===== src/rtl/mine_count_gen.sv =====
// mine_count_gen: walks the board one cell per clock and writes the number of
// adjacent mines (8-neighbourhood, clipped to the active board edge) into
// num_arr. The mine map and level are snapshotted on start, so the caller may
// change them freely once the scan is under way.
module mine_count_gen #(
  parameter int MAX_DIM = 16,
  parameter int CNT_W   = 4
) (
  input  logic                                        clk,
  input  logic                                        rst,
  input  logic                                        start,
  input  logic [1:0]                                  level,
  input  logic [MAX_DIM-1:0][MAX_DIM-1:0]             mine_arr,
  output logic [MAX_DIM-1:0][MAX_DIM-1:0][CNT_W-1:0]  num_arr,
  output logic                                        busy,
  output logic                                        done
);

  localparam int IW = $clog2(MAX_DIM);
  localparam int NW = IW + 1;   // wide enough to hold MAX_DIM itself

  typedef enum logic [1:0] {IDLE, SCAN, DONE} state_t;

  state_t                                     state_q, state_d;
  logic [IW-1:0]                              x_q, x_d, y_q, y_d;
  logic [1:0]                                 lvl_q;
  logic [MAX_DIM-1:0][MAX_DIM-1:0]            mine_q;
  logic [MAX_DIM-1:0][MAX_DIM-1:0][CNT_W-1:0] num_q;
  logic                                       done_q;
  logic [NW-1:0]                              n_q, n_in;
  logic                                       last_x, last_y;
  logic [CNT_W-1:0]                           cnt_d;

  // Board edge for a level code; level 0 means no board.
  function automatic logic [NW-1:0] edge_of(input logic [1:0] l);
    case (l)
      2'd1:    return NW'(8);
      2'd2:    return NW'(10);
      2'd3:    return NW'(16);
      default: return '0;
    endcase
  endfunction

  assign n_q    = edge_of(lvl_q);
  assign n_in   = edge_of(level);
  assign last_x = ({1'b0, x_q} == n_q - NW'(1));
  assign last_y = ({1'b0, y_q} == n_q - NW'(1));

  // Neighbour count for the current cell; off-board neighbours (including
  // latched mines beyond the active edge) contribute nothing.
  always_comb begin : count
    int nx, ny;
    cnt_d = '0;
    nx    = 0;
    ny    = 0;
    for (int dx = -1; dx <= 1; dx++) begin
      for (int dy = -1; dy <= 1; dy++) begin
        nx = int'(x_q) + dx;
        ny = int'(y_q) + dy;
        if (!(dx == 0 && dy == 0) && nx >= 0 && ny >= 0 &&
            nx < int'(n_q) && ny < int'(n_q))
          cnt_d = cnt_d + {{(CNT_W-1){1'b0}}, mine_q[nx[IW-1:0]][ny[IW-1:0]]};
      end
    end
  end

  // Next-state and scan-position logic.
  always_comb begin
    state_d = state_q;
    x_d     = x_q;
    y_d     = y_q;
    case (state_q)
      IDLE: if (start) begin
        x_d     = '0;
        y_d     = '0;
        state_d = (n_in != '0) ? SCAN : DONE;
      end
      SCAN: begin
        if (last_x) begin
          x_d = '0;
          if (last_y) state_d = DONE;
          else        y_d = y_q + IW'(1);
        end else begin
          x_d = x_q + IW'(1);
        end
      end
      DONE:    state_d = IDLE;
      default: state_d = IDLE;
    endcase
  end

  // State, snapshot and result registers. done is registered off the DONE
  // state so the pulse lands one cycle after the last cell write.
  always_ff @(posedge clk) begin
    if (rst) begin
      state_q <= IDLE;
      x_q     <= '0;
      y_q     <= '0;
      lvl_q   <= '0;
      mine_q  <= '0;
      num_q   <= '0;
      done_q  <= 1'b0;
    end else begin
      state_q <= state_d;
      x_q     <= x_d;
      y_q     <= y_d;
      done_q  <= (state_q == DONE);
      if (state_q == IDLE && start) begin
        lvl_q  <= level;
        mine_q <= mine_arr;
        num_q  <= '0;
      end else if (state_q == SCAN) begin
        num_q[x_q][y_q] <= cnt_d;
      end
    end
  end

  assign num_arr = num_q;
  assign busy    = (state_q == SCAN);
  assign done    = done_q;

endmodule


===== config.mk =====
export PLATFORM = sky130hd
export DESIGN_NAME = mine_count_gen
export DESIGN_NICKNAME = d
export VERILOG_FILES = /design/src/rtl/mine_count_gen.sv
export SDC_FILE = /design/constraint.sdc
export NUM_CORES = 2
export LEC_CHECK = 0
export BUFFER_PORTS_ARGS = -buffer_cell sky130_fd_sc_hd__buf_2
export CAP_MARGIN = 20
export CORE_AREA = 2 2 497 499
export CTS_CLUSTER_SIZE = 40
export DETAILED_ROUTE_END_ITERATION = 16
export DIE_AREA = 0 0 499 501
export PLACE_DENSITY = 0.49
export SETUP_SLACK_MARGIN = 0.3
export SLEW_MARGIN = 20
export SYNTH_ARGS = -nofsm -noshare
export SYNTH_HDL_FRONTEND = slang
export SYNTH_SLANG_ARGS = --single-unit
export TNS_END_PERCENT = 1

===== constraint.sdc =====
create_clock -name clk -period 9.95 [get_ports clk]
set_input_delay 0.4975 -clock clk [delete_from_list [all_inputs] [get_ports clk]]
set_output_delay 0.4975 -clock clk [all_outputs]
set_load 0.01 [all_outputs]

==> PnR_summary.wiki <==
{| class="wikitable"
! Metric !! Value
|-
| Leakage dissipation || 27.4 nW
|-
| Initial core utilization || 23.4%
|-
| Count of antenna-violating nets left after detailed routing || 0
|-
| Clock latency at the later pin of the worst-skew pair || 0.82 ns
|-
| Remaining global-route overflow || 0
|-
| Kind of capture point of the worst setup path || register
|-
| Post-Synthesis Net Count || 6,713
|-
| Synthesized flop and latch total || 1,293
|-
| Final net count || 7,970
|-
| Most heavily used metal layer in global routing || met2
|-
| Filler Cells Inserted || 25,800
|-
| Detailed-route wire length per cell || 26.1 um
|-
| Port Buffers || 1,286
|-
| Clock root cell || sky130_fd_sc_hd__clkbuf_16
|-
| Die X || 499 um
|-
| Status || completed
|-
| Site Rows || 182
|-
| Antenna violations before repair || 24
|-
| Drt initial violations || 4,879
|-
| Clock-pin slew on the worst setup and hold paths || 0.06 ns
|-
| Most used flip-flop cell after synthesis || sky130_fd_sc_hd__dfxtp_1
|-
| Worst Path Max Fanout || 45
|-
| Final setup violation count || 0
|-
| Placed cells || 10,500
|-
| Die Footprint || 250,000 sq um
|-
| Setup repair bufs after CTS || 0
|-
| Most common cell after layout, fill and taps aside || sky130_fd_sc_hd__nand2_1
|-
| Met3 track demand over resource in global routing || 5.06%
|-
| Share of the clock period used by the worst path after layout || 90.3%
|-
| Area share of the largest cell type after synthesis || 45.2%
|-
| GR Util met1 || 27.0%
|-
| Buffer depth of the longest clock path || 3
|-
| IO Count || 1,287
|-
| Start-to-end type of the worst setup path || reg2reg
|-
| Required time of the critical path || 10.65 ns
|-
| Cells after synthesis || 6,413
|-
| Max transition margin || 22.6%
|-
| Remaining design rule violation count || 0
|-
| Tightest Pin Transition || 1.16 ns
|-
| Final GP Congestion || 0.957
|-
| EDFF count, synth || 0
|-
| Fmax achieved || 111 MHz
|-
| Placeable core region || 245,000 sq um
|-
| Post-synthesis sequential area ratio || 45.2%
|-
| Grt met2 use || 35.9%
|-
| Path class of the lowest-slack min-delay path || in2reg
|-
| CTS Buf Count || 153
|-
| Commonest non-fill, non-tap cells in the layout || sky130_fd_sc_hd__nand2_1 (1,338), sky130_fd_sc_hd__dfxtp_1 (1,289), sky130_fd_sc_hd__buf_2 (1,285)
|-
| TritonCTS clock tree || built
|-
| Share of cells above drive strength 1 || 25.4%
|-
| Global-route wire length before repair || 402,000 um
|-
| Final Max Slew Viols || 0
|-
| Share of async-settable or async-resettable flops after synthesis || 0%
|-
| Top cell type by total area after synthesis || sky130_fd_sc_hd__dfxtp_1
|-
| Overall fraction of global-route tracks in use || 22.0%
|-
| Layout overhead on the synthesized area || 31.1%
|-
| Synth unique cells || 70
|-
| Final hold vios || 0
|-
| Number of violations of the max-capacitance limit || 0
|-
| Arrival time reported for the critical path endpoint || 9.69 ns
|-
| Worst Skew || 0.0715 ns
|-
| Total Power || 0.0130 W
|-
| Final Routed Wirelength || 288,000 um
|-
| Via count normalized by instance count || 5.12
|-
| Dominant cell type by count on the critical path || sky130_fd_sc_hd__ha_1
|-
| Slowest Stage Delay on Critical Path || 0.49 ns
|-
| Detailed Place HPWL || 206,000 um
|-
| Post-Synthesis Cell Area || 57,200 sq um
|-
| Number of clock sinks || 1,293
|-
| H-tree depth || 4
|-
| RSZ-0062 raised after global routing || false
|-
| Minimum clock period after layout || 8.99 ns
|-
| Power density over the cells || 173 nW/um^2
|-
| Sum of negative setup slack || 0 ns
|-
| Height of the chip || 501 um
|-
| Final Instance Count excl. Fillers || 11,000
|-
| Via count of the first global-routing pass || 53,200
|-
| Synth top area cells || sky130_fd_sc_hd__dfxtp_1 (45%), sky130_fd_sc_hd__mux4_2 (8.8%), sky130_fd_sc_hd__nand2_1 (8.8%)
|-
| First-pass DRT Iterations || 6
|-
| Critical path's slowest cell || sky130_fd_sc_hd__or4b_1
|-
| Pin count of the biggest net entering global routing || 243
|-
| Maximum vdd ir drop || 0.133 mV
|-
| Nature of the critical path startpoint || register
|-
| Synth Warn # || 0
|-
| Vias after detailed routing || 56,500
|-
| Avg Synthesized Cell Area || 8.92 sq um
|}
[path summary, 6_finish.rpt]
check                from      endpoint  slack [ns]  depth (start not counted)
max reg2reg        x_q[0]  num_arr[687]        0.96                         38
min          mine_arr[79]    mine_q[79]        0.08                          3
max                x_q[0]  num_arr[687]        0.96                         38
min reg2reg  num_arr[552]  num_arr[552]        0.47                          2
[repair_timing]
action                    4_1_cts  5_1_grt
hold buffers                  247        0
resized for setup               0        0
hold endpoints to repair      248        0
[per-layer routing]
layer | vias to the layer above | share of wire (%)
li1 | 26000 | -
met1 | 27500 | 41
met2 | 2406 | 46
met3 | 503 | 7.3
met4 | 8 | 5.6
met5 | - | 0.019
[flip-flops by register name, indices dropped and copies added, names as in the netlist]
register  flops
done          1
lvl_q         2
mine_q      256
num_arr    1024
state_q       2
x_q           4
y_q           4
[power breakdown]
part           switching [W]  internal, W
Clock                0.00251      0.00343
Combinational        0.00111     0.000571
Sequential          0.000122      0.00526
Total                0.00374      0.00926
[stage by stage]
step	util [%]	hold slack, ns	worst slack [ns]	instance area, sq um
after CTS	30.6	0.00499	1.02	75000
after detailed placement	27.4	0.458	0.998	67200
after global routing	30.6	0.0291	0.422	75000
after floorplan	-	0.445	0.730	57200
after global placement	27.4	0.455	0.846	67200
final	30.7	0.0800	0.962	75000
[cells by family after synthesis]
group	count (synthesis)	synth area share (%)
adders and majority gates	39	0.853
and+or+nand+nor	2765	20.8
AOI/OAI and AO/OA	1367	17.3
buffers and inverters	608	4.69
DFF	1293	45.2
xor gates and xnor gates	17	0.363
muxes	324	10.8
[worst max-delay path, delay by kind of cell (launching register included)]
family,cells,cell delay (ns)
compound gates,11,1.98
xor+xnor,3,1.01
fa+ha+maj,8,2.11
buf+inv,6,1.20
flops,1,0.46
mux,1,0.19
simple gates,9,1.80
[area by class of cell]
type / count / area, sq um / area share (%)
antenna: 10 / 25.0 / 0.0333
clock buffer: 215 / 4420 / 5.89
clock inverter: 63 / 920 / 1.23
inverter: 18 / 67.6 / 0.0900
multi-input combinational: 4512 / 28900 / 38.6
sequential: 1293 / 25900 / 34.5
tap: 3220 / 4030 / 5.37
timing repair buffer: 1692 / 10700 / 14.3
[synth_stat cells, types with 5 or more instances]
library cell               count
sky130_fd_sc_hd__a211oi_1    516
sky130_fd_sc_hd__a21oi_1     277
sky130_fd_sc_hd__a22oi_1       6
sky130_fd_sc_hd__a31oi_1       8
sky130_fd_sc_hd__and2_1        7
sky130_fd_sc_hd__buf_1        48
sky130_fd_sc_hd__buf_2        46
sky130_fd_sc_hd__buf_4        25
sky130_fd_sc_hd__buf_6        32
sky130_fd_sc_hd__clkbuf_1    438
sky130_fd_sc_hd__dfxtp_1    1293
sky130_fd_sc_hd__ha_1         39
sky130_fd_sc_hd__inv_1        14
sky130_fd_sc_hd__mux2_2        8
sky130_fd_sc_hd__mux2i_1      85
sky130_fd_sc_hd__mux4_1        6
sky130_fd_sc_hd__mux4_2      224
sky130_fd_sc_hd__nand2_1    1339
sky130_fd_sc_hd__nand2b_1      6
sky130_fd_sc_hd__nand3_1      53
sky130_fd_sc_hd__nand4_1     265
sky130_fd_sc_hd__nor2_1      802
sky130_fd_sc_hd__nor2b_1       5
sky130_fd_sc_hd__nor3_1        9
sky130_fd_sc_hd__o211ai_1    261
sky130_fd_sc_hd__o21ai_0      16
sky130_fd_sc_hd__o32ai_1     256
sky130_fd_sc_hd__or3_1       257
sky130_fd_sc_hd__xnor2_1       7
No activity file was read; power rests on OpenSTA's default activity.
